File: src/rtl/margin_table_builder.sv
// Accumulates packed genotype/phenotype sample beats into a 2x3 saturating contingency table per record.
// Two-stage pipeline (per-beat cell counts, then accumulate); table is held until the downstream stage takes it.
module margin_table_builder #(
    parameter int DATA_WIDTH = 16,
    parameter int LANES      = 8
) (
    input  logic                    clk,
    input  logic                    rst,
    input  logic [2*LANES-1:0]      geno_in,
    input  logic [LANES-1:0]        pheno_in,
    input  logic [LANES-1:0]        lane_mask_in,
    input  logic                    sample_valid_in,
    input  logic                    sample_last_in,
    output logic                    ready_out,
    output logic [6*DATA_WIDTH-1:0] margin_table_out,
    output logic                    overflow_out,
    output logic                    data_valid_out,
    input  logic                    table_ready_in
);
    localparam int CW = $clog2(LANES + 1);

    typedef enum logic [1:0] {ACCUM, DRAIN, PRESENT} state_t;

    state_t                  state_q;
    logic                    ready_q;
    logic                    dv_q;
    logic                    ovf_q;
    logic [6*DATA_WIDTH-1:0] table_q;

    logic [CW-1:0]           cnt_d [6];
    logic [CW-1:0]           cnt_q [6];
    logic                    s1_vld_q;
    logic                    s1_last_q;

    logic [DATA_WIDTH-1:0]   acc_q [6];
    logic                    sticky_q;
    logic [DATA_WIDTH:0]     sum_w [6];
    logic [DATA_WIDTH-1:0]   sum_sat [6];
    logic [5:0]              sat;
    logic                    accept;

    assign accept           = sample_valid_in && ready_q;
    assign ready_out        = ready_q;
    assign data_valid_out   = dv_q;
    assign overflow_out     = ovf_q;
    assign margin_table_out = table_q;

    // Missing genotypes (code 3) and masked lanes contribute nothing.
    always_comb begin
        logic [2:0] idx;
        for (int c = 0; c < 6; c++) cnt_d[c] = '0;
        for (int k = 0; k < LANES; k++) begin
            idx = {1'b0, geno_in[2*k +: 2]} + (pheno_in[k] ? 3'd3 : 3'd0);
            if (lane_mask_in[k] && geno_in[2*k +: 2] != 2'd3) begin
                for (int c = 0; c < 6; c++) begin
                    if (idx == 3'(c)) cnt_d[c] = cnt_d[c] + CW'(1);
                end
            end
        end
    end

    always_comb begin
        for (int c = 0; c < 6; c++) begin
            sum_w[c]   = {1'b0, acc_q[c]} + (DATA_WIDTH+1)'(cnt_q[c]);
            sat[c]     = sum_w[c][DATA_WIDTH];
            sum_sat[c] = sat[c] ? {DATA_WIDTH{1'b1}} : sum_w[c][DATA_WIDTH-1:0];
        end
    end

    always_ff @(posedge clk) begin
        if (rst) begin
            state_q   <= ACCUM;
            ready_q   <= 1'b1;
            dv_q      <= 1'b0;
            ovf_q     <= 1'b0;
            table_q   <= '0;
            s1_vld_q  <= 1'b0;
            s1_last_q <= 1'b0;
            sticky_q  <= 1'b0;
            for (int c = 0; c < 6; c++) begin
                cnt_q[c] <= '0;
                acc_q[c] <= '0;
            end
        end else begin
            s1_vld_q  <= accept;
            s1_last_q <= accept && sample_last_in;
            for (int c = 0; c < 6; c++) cnt_q[c] <= accept ? cnt_d[c] : '0;

            if (s1_vld_q) begin
                if (s1_last_q) begin
                    for (int c = 0; c < 6; c++) begin
                        table_q[c*DATA_WIDTH +: DATA_WIDTH] <= sum_sat[c];
                        acc_q[c] <= '0;
                    end
                    ovf_q    <= sticky_q | (|sat);
                    sticky_q <= 1'b0;
                end else begin
                    for (int c = 0; c < 6; c++) acc_q[c] <= sum_sat[c];
                    sticky_q <= sticky_q | (|sat);
                end
            end

            case (state_q)
                ACCUM: begin
                    if (accept && sample_last_in) begin
                        state_q <= DRAIN;
                        ready_q <= 1'b0;
                    end
                end
                DRAIN: begin
                    if (s1_vld_q && s1_last_q) begin
                        state_q <= PRESENT;
                        dv_q    <= 1'b1;
                    end
                end
                PRESENT: begin
                    if (table_ready_in) begin
                        state_q <= ACCUM;
                        dv_q    <= 1'b0;
                        ready_q <= 1'b1;
                    end
                end
                default: begin
                    state_q <= ACCUM;
                    ready_q <= 1'b1;
                    dv_q    <= 1'b0;
                end
            endcase
        end
    end
endmodule

File: config.mk
export PLATFORM = sky130hd
export DESIGN_NAME = margin_table_builder
export DESIGN_NICKNAME = d
export VERILOG_FILES = /design/src/rtl/margin_table_builder.sv
export SDC_FILE = /design/constraint.sdc
export NUM_CORES = 1
export LEC_CHECK = 0
export CORE_MARGIN = 3
export CORE_UTILIZATION = 40
export CTS_CLUSTER_DIAMETER = 30
export DETAILED_ROUTE_END_ITERATION = 10
export DONT_BUFFER_PORTS = 1
export PLACE_DENSITY = 0.68
export SLEW_MARGIN = 20
export SYNTH_ARGS = -nofsm -noshare
export SYNTH_HDL_FRONTEND = slang
export SYNTH_SLANG_ARGS = --single-unit
File: constraint.sdc
create_clock -name clk -period 6 [get_ports clk]
set_clock_uncertainty 0.15 [all_clocks]
set_input_delay 1.2 -clock clk [delete_from_list [all_inputs] [get_ports clk]]
set_output_delay 1.2 -clock clk [all_outputs]
set_load 0.01 [all_outputs]
==> results of run 1 <==
stage by stage:
| stage | cells | hold slack (ps) | setup WS [ps] | power, mW | setup TNS, ps |
|---|---|---|---|---|---|
| 6_report | 2142 | 284 | 389 | 4.48 | 0 |
| 5_1_grt | 2142 | 323 | -10.4 | 4.67 | -10.4 |
| 4_1_cts | 2141 | 288 | 404 | 4.53 | 0 |
| 3_5_place_dp | 2073 | 288 | -121 | 2.32 | -556 |
| 3_3_place_gp | 2073 | 280 | -86.0 | 2.30 | -86.0 |
| 2_1_floorplan | 1630 | 273 | 14.6 | 2.18 | 0 |
cells by family (layout without fill, tap and decap cells):
kind of cell             count (synthesis)  after routing  share of synthesized area, %
AND/OR/NAND/NOR                        735            735                          23.8
AO/OA/AOI/OAI                          275            275                          14.2
flip-flops                             224            224                          38.0
XOR/XNOR                               151            151                          10.2
buffers and inverters                  131            188                          3.56
adder cells (fa/ha/maj)                 84             84                          8.03
multiplexers                            30             30                          2.20
cells in the mapped netlist (5+ instances only):
cell type  number
fa_1           14
nor2_1        363
o22ai_1         5
a21o_1         16
nand2b_1       19
a311oi_1       10
and4_1          7
mux2i_1        21
o211ai_1        5
nor4_1          7
nand3b_1        6
nor3_1         40
clkbuf_1       66
or3_1           8
and3_1         20
xnor2_2         5
nand4_1        25
dfxtp_1       128
and2_1         16
a21oi_1        57
or2_2           9
nand2_1       109
o21ai_0        30
inv_2           5
a211oi_1       79
xnor2_1       101
ha_1           68
nor3b_1         9
xnor3_1         5
o2111ai_1       8
edfxtp_1       96
xor2_1         37
mux2_2          8
inv_1          54
nor2b_1        21
nand3_1        55
where the power goes:
part | leakage, nW | switching, mW | internal, mW | total [mW]
combinational | 3.53 | 0.341 | 0.243 | 0.584
clock | 0.648 | 0.756 | 1.43 | 2.19
sequential | 2.05 | 0.0508 | 1.66 | 1.71
layout by cell type, fill, tap and decap left out, types with 7 or more instances in the layout:
| cell type | instances |
|---|---|
| nor2_1 | 362 |
| dfxtp_1 | 128 |
| nand2_1 | 108 |
| xnor2_1 | 101 |
| edfxtp_1 | 96 |
| a211oi_1 | 79 |
| ha_1 | 68 |
| buf_4 | 60 |
| a21oi_1 | 57 |
| nand3_1 | 55 |
| inv_1 | 53 |
| clkbuf_16 | 41 |
| nor3_1 | 40 |
| xor2_1 | 37 |
| o21ai_0 | 30 |
| nand4_1 | 25 |
| nor2b_1 | 21 |
| mux2i_1 | 21 |
| and3_1 | 20 |
| nand2b_1 | 19 |
| a21o_1 | 16 |
| and2_1 | 15 |
| fa_1 | 14 |
| a311oi_1 | 10 |
| or2_2 | 9 |
| nor3b_1 | 9 |
| o2111ai_1 | 8 |
| or3_1 | 8 |
| mux2_2 | 8 |
| and4_1 | 7 |
flip-flops by register name, indices dropped and copies added, names as in the netlist:
| register | cells |
|---|---|
| acc_q | 96 |
| margin_table_out | 96 |
| cnt_q | 24 |
| state_q | 2 |
| data_valid_out | 1 |
| overflow_out | 1 |
| ready_out | 1 |
| s1_last_q | 1 |
| s1_vld_q | 1 |
| sticky_q | 1 |
worst max-delay path by stage:
stage / from / end
after floorplan: geno_in[0] / cnt_q[3][3]
after global placement: geno_in[0] / cnt_q[5][2]
after detailed placement: geno_in[0] / cnt_q[5][2]
after CTS: geno_in[0] / cnt_q[4][1]
after global routing: geno_in[0] / cnt_q[3][3]
final: geno_in[0] / cnt_q[5][2]
per-layer routing:
layer | share of wire (%) | wire (µm)
met1 | 46 | 15600
met2 | 46 | 15700
met3 | 5.8 | 1960
met4 | 2.4 | 810
met5 | 0 | 0
area by class of cell:
type                    instances  share of cell area, %
well taps                     455                   3.46
inverters                      59                   1.35
multi-input cells            1275                   51.2
clock inverters                21                   1.39
clock buffers                  47                   6.62
flip-flops and latches        224                   33.1
repair buffers                 61                   2.86
what timing repair did:
action,4_1_cts,5_1_grt
endpoints found under the setup margin,0,1
buffers inserted,0,0
endpoints found under the hold margin,0,0
gates resized for setup,0,2
==> results.sh, run 1 <==
export IMPL_antenna_found_initial=0
export IMPL_synth_edf_count=96
export IMPL_fillCellCount=3320
export IMPL_drt_initial_drc_count=582
export IMPL_min_to="state_q[0]"
export IMPL_cts_buffers=37
export IMPL_ir_worst_vdd_mv=0.245
export IMPL_final_seq_area_um2=5450
export IMPL_drv_slew=0
export IMPL_critPathMostFrequentCell="ha_1"
export IMPL_clk_pin_slew_ps=50
export IMPL_hold_path_class="reg2reg"
export IMPL_first_pass_iters=6
export IMPL_syn_num_nets=1749
export IMPL_dp_hpwl_um=25100
export IMPL_max_freq_mhz=178
export IMPL_vias=11500
export IMPL_cp_start_kind="primary input"
export IMPL_finalHoldViolCount=0
export IMPL_slowest_delay_ps=440
export IMPL_cp_depth=26
export IMPL_cts_tree="yes"
export IMPL_reg2regPathDepth=11
export IMPL_die_area_um2=38200
export IMPL_yosysSeqAreaShare_pct=38.0
export IMPL_syn_inst=1630
export IMPL_avgViaCountPerCell=5.39
export IMPL_cp_slowest_cell="fa_1"
export IMPL_setup_violations=0
export IMPL_path_class="in2reg"
export IMPL_h_tree_depth=2
export IMPL_grt_max_degree=105
export IMPL_r2r_end="margin_table_out[74]"
export IMPL_multiInputGateArea_um2=8420
export IMPL_track_usage_pct=17.5
export IMPL_wirelength_um=34000
export IMPL_placed_area_um2=15100
export IMPL_critPathBufInv=3
export IMPL_synth_area_um2=14300
export IMPL_cap_violations=0
export IMPL_rr_startpoint="acc_q[4][0]"
export IMPL_synth_top_cells_by_area="edfxtp_1 (20%), dfxtp_1 (18%), nor2_1 (9.5%), xnor2_1 (6.2%), ha_1 (5.9%)"
export IMPL_cts_sinks=224
export IMPL_tightest_slew_ps=982
export IMPL_avgSynthCellArea_um2=8.80
export IMPL_hold_start="state_q[1]"
export IMPL_grt_use_met1_pct=23.0
export IMPL_whs_path_depth=1
export IMPL_cp_required_ps=6230
export IMPL_wl_per_cell_um=15.9
export IMPL_num_rows=68
export IMPL_design_area_um2=16400
export IMPL_drc_errors=0
export IMPL_gr_usage_met3_pct=4.12
export IMPL_slew_headroom_pct=33.9
export IMPL_outcome="completed"
export IMPL_clkLatencyLatePin_ps=510
export IMPL_leakage_nw=6.23
export IMPL_met2_usage_pct=28.9
export IMPL_final_nets=1777
export IMPL_gp_congestion=0.865
export IMPL_utilization_pct=47.0
export IMPL_grt_pass1_wl_um=56400
export IMPL_path_max_fanout=4
export IMPL_min_period_over_period_pct=93.5
export IMPL_ys_seq_elements=224
export IMPL_synth_distinct_cells=89
export IMPL_top_usage_layer="met2"
export IMPL_die_w_um=195
export IMPL_cp_top_family="adder cells"
export IMPL_start_util_pct=41.0
export IMPL_layout_min_cycle_time_ps=5610
export IMPL_die_h_um=195
export IMPL_power_density_nw_per_um2=272
export IMPL_postCtsHoldBufs=0
export IMPL_drive_gt1_share_pct=11.3
export IMPL_synth_warnings=0
export IMPL_portBuffers=0
export IMPL_yosys_area_top_type="edfxtp_1"
export IMPL_grt_pass1_vias=11200
export IMPL_synthFlopType="dfxtp_1"
export IMPL_ys_async_sr_fraction_pct=0
export IMPL_cp_end_kind="register"
export IMPL_r2r_slack_ps=2890
export IMPL_cts_root_buf="clkbuf_16"
export IMPL_n_antenna_cell=0
export IMPL_critical_path_arrival_ps=5840
export IMPL_cts_path_max_buffers=3
export IMPL_synth_top_area_share_pct=20.1
export IMPL_fp_coreArea_um2=35000
export IMPL_grt_overflow=0
export IMPL_ant_nets=0
export IMPL_ios=136
export IMPL_syn2layout_area_growth_pct=14.7
(Power assumes the default switching activity.)
==> run 2: changes to the inputs <==
--- a/config.mk
+++ b/config.mk
@@ -5,12 +5,13 @@
 export SDC_FILE = /design/constraint.sdc
 export NUM_CORES = 1
 export LEC_CHECK = 0
+export BUFFER_PORTS_ARGS = -buffer_cell sky130_fd_sc_hd__buf_2
 export CORE_MARGIN = 3
 export CORE_UTILIZATION = 40
 export CTS_CLUSTER_DIAMETER = 30
 export DETAILED_ROUTE_END_ITERATION = 10
-export DONT_BUFFER_PORTS = 1
-export PLACE_DENSITY = 0.68
+export PLACE_DENSITY = 0.72
+export RECOVER_POWER = 100
 export SLEW_MARGIN = 20
 export SYNTH_ARGS = -nofsm -noshare
 export SYNTH_HDL_FRONTEND = slang
==> results.sh, run 2 (synthesis results as in run 1) <==
export IMPL_drive_gt1_share_pct=12.4
export IMPL_p_total_mw=4.38
export IMPL_max_freq_mhz=173
export IMPL_slew_headroom_pct=-143
export IMPL_cts_tree="yes"
export IMPL_clk_pin_slew_ps=50
export IMPL_grt_max_degree=116
export IMPL_drt_initial_drc_count=772
export IMPL_cts_buffers=36
export IMPL_cts_root_buf="clkbuf_16"
export IMPL_h_tree_depth=2
export IMPL_fp_coreArea_um2=35000
export IMPL_r2r_end="margin_table_out[17]"
export IMPL_outcome="complete, but fails checks"
export IMPL_layout_commonest_cell="nor2_1"
export IMPL_hold_path_class="reg2reg"
export IMPL_layout_min_cycle_time_ps=5780
export IMPL_rr_startpoint="s1_vld_q"
export IMPL_tightest_slew_ps=3640
export IMPL_fillCellCount=3343
export IMPL_drv_slew=373
export IMPL_cp_start_kind="primary input"
export IMPL_portBuffers=135
export IMPL_ios=136
export IMPL_die_area_um2=38200
export IMPL_ir_worst_vdd_mv=0.267
export IMPL_grt_overflow=0
export IMPL_final_seq_area_um2=5450
export IMPL_min_period_over_period_pct=96.3
export IMPL_num_rows=68
export IMPL_grt_pass1_vias=12000
export IMPL_path_class="in2reg"
export IMPL_path_max_fanout=3
export IMPL_violations="capacitance limit, slew limit"
export IMPL_utilization_pct=48.6
export IMPL_die_h_um=195
export IMPL_setup_violations=0
export IMPL_syn2layout_area_growth_pct=18.4
export IMPL_wirelength_um=35300
export IMPL_final_nets=1928
export IMPL_reg2regPathDepth=3
export IMPL_vias=12200
export IMPL_clkLatencyLatePin_ps=490
export IMPL_cp_end_kind="register"
export IMPL_cap_violations=7
export IMPL_crit_start="geno_in[0]"
export IMPL_track_usage_pct=17.9
export IMPL_grt_pass1_wl_um=58200
export IMPL_r2r_slack_ps=1070
export IMPL_dp_hpwl_um=26000
export IMPL_leakage_nw=6.47
export IMPL_gp_congestion=0.914
export IMPL_power_density_nw_per_um2=258
export IMPL_antenna_found_initial=0
export IMPL_postCtsHoldBufs=0
export IMPL_wl_per_cell_um=15.4
export IMPL_first_pass_iters=5
export IMPL_avgViaCountPerCell=5.35
export IMPL_start_util_pct=41.0
export IMPL_rsz0062_at_grt="true"
export IMPL_cp_required_ps=6230
export IMPL_critical_path_arrival_ps=6000
export IMPL_finalHoldViolCount=0
export IMPL_n_antenna_cell=0
export IMPL_multiInputGateArea_um2=8440
export IMPL_layout_common_cells="nor2_1 (361), dfxtp_1 (128), clkbuf_1 (110)"
export IMPL_cp_endpoint="cnt_q[0][3]"
export IMPL_cts_sinks=224
export IMPL_die_w_um=195
export IMPL_drc_errors=0
export IMPL_cts_path_max_buffers=3
export IMPL_ant_nets=0
[run 2: worst max-delay path, stage by stage]
cell and delay (ps):
buf_2 110, ha_1 200, fa_1 470, buf_4 160
a211o_4 270, nor2_1 130, ha_1 280, nand2_1 130
o32ai_4 110, ha_1 320, and3_1 180, o2bb2a_1 290
mux2i_1 170, nor4b_4 280, ha_1 290, nor2_1 160
nor2_1 70, ha_1 210, xnor3_1 360, nor3_1 140
o211ai_1 120, and3_1 200, o21a_1 160
[run 2: final cells by class]
type                            count  area share [%]
Inverter                           59            1.31
Sequential cell                   224            32.1
Clock inverter                     21            1.36
Clock buffer                       43            5.76
Timing Repair Buffer              213            6.50
Tap cell                          455            3.35
Multi-Input combinational cell   1275            49.7
[run 2: routing by layer]
layer  track usage (%)  share of wire [%]
met1              23.3                 45
met2              31.2                 48
met3              2.54                5.5
met4              4.73                1.9
met5                 0                  0
[run 2: where the power goes]
group	internal, mW	total [mW]	switching (mW)
Sequential	1.66	1.70	0.0444
Combinational	0.262	0.645	0.383
Clock	1.31	2.03	0.722
[run 2: per-stage QoR]
step	cells	TNS [ps]	area, µm²	hold WS (ps)	worst slack, ps
finish	2290	0	17000	303	224
global route	2290	-162	17000	315	-103
detailed placement	2224	-1630	15900	298	-287
global placement	2224	-187	15900	285	-147
CTS	2288	0	17100	301	203
floorplan	1630	0	14400	273	14.6
[run 2: how the worst min path moves through the flow]
stage / startpoint / end / cells after the start
after floorplan: state_q[1] / state_q[0] / 1
after global placement: state_q[1] / state_q[0] / 1
after detailed placement: state_q[1] / state_q[0] / 1
after CTS: state_q[1] / state_q[0] / 1
after global routing: state_q[1] / state_q[0] / 1
final: state_q[1] / state_q[0] / 1
[run 2: timing repair]
action                     in CTS  in global routing
setup buffers                   0                  1
setup endpoints to repair       0                  3
resized for setup               0                 14
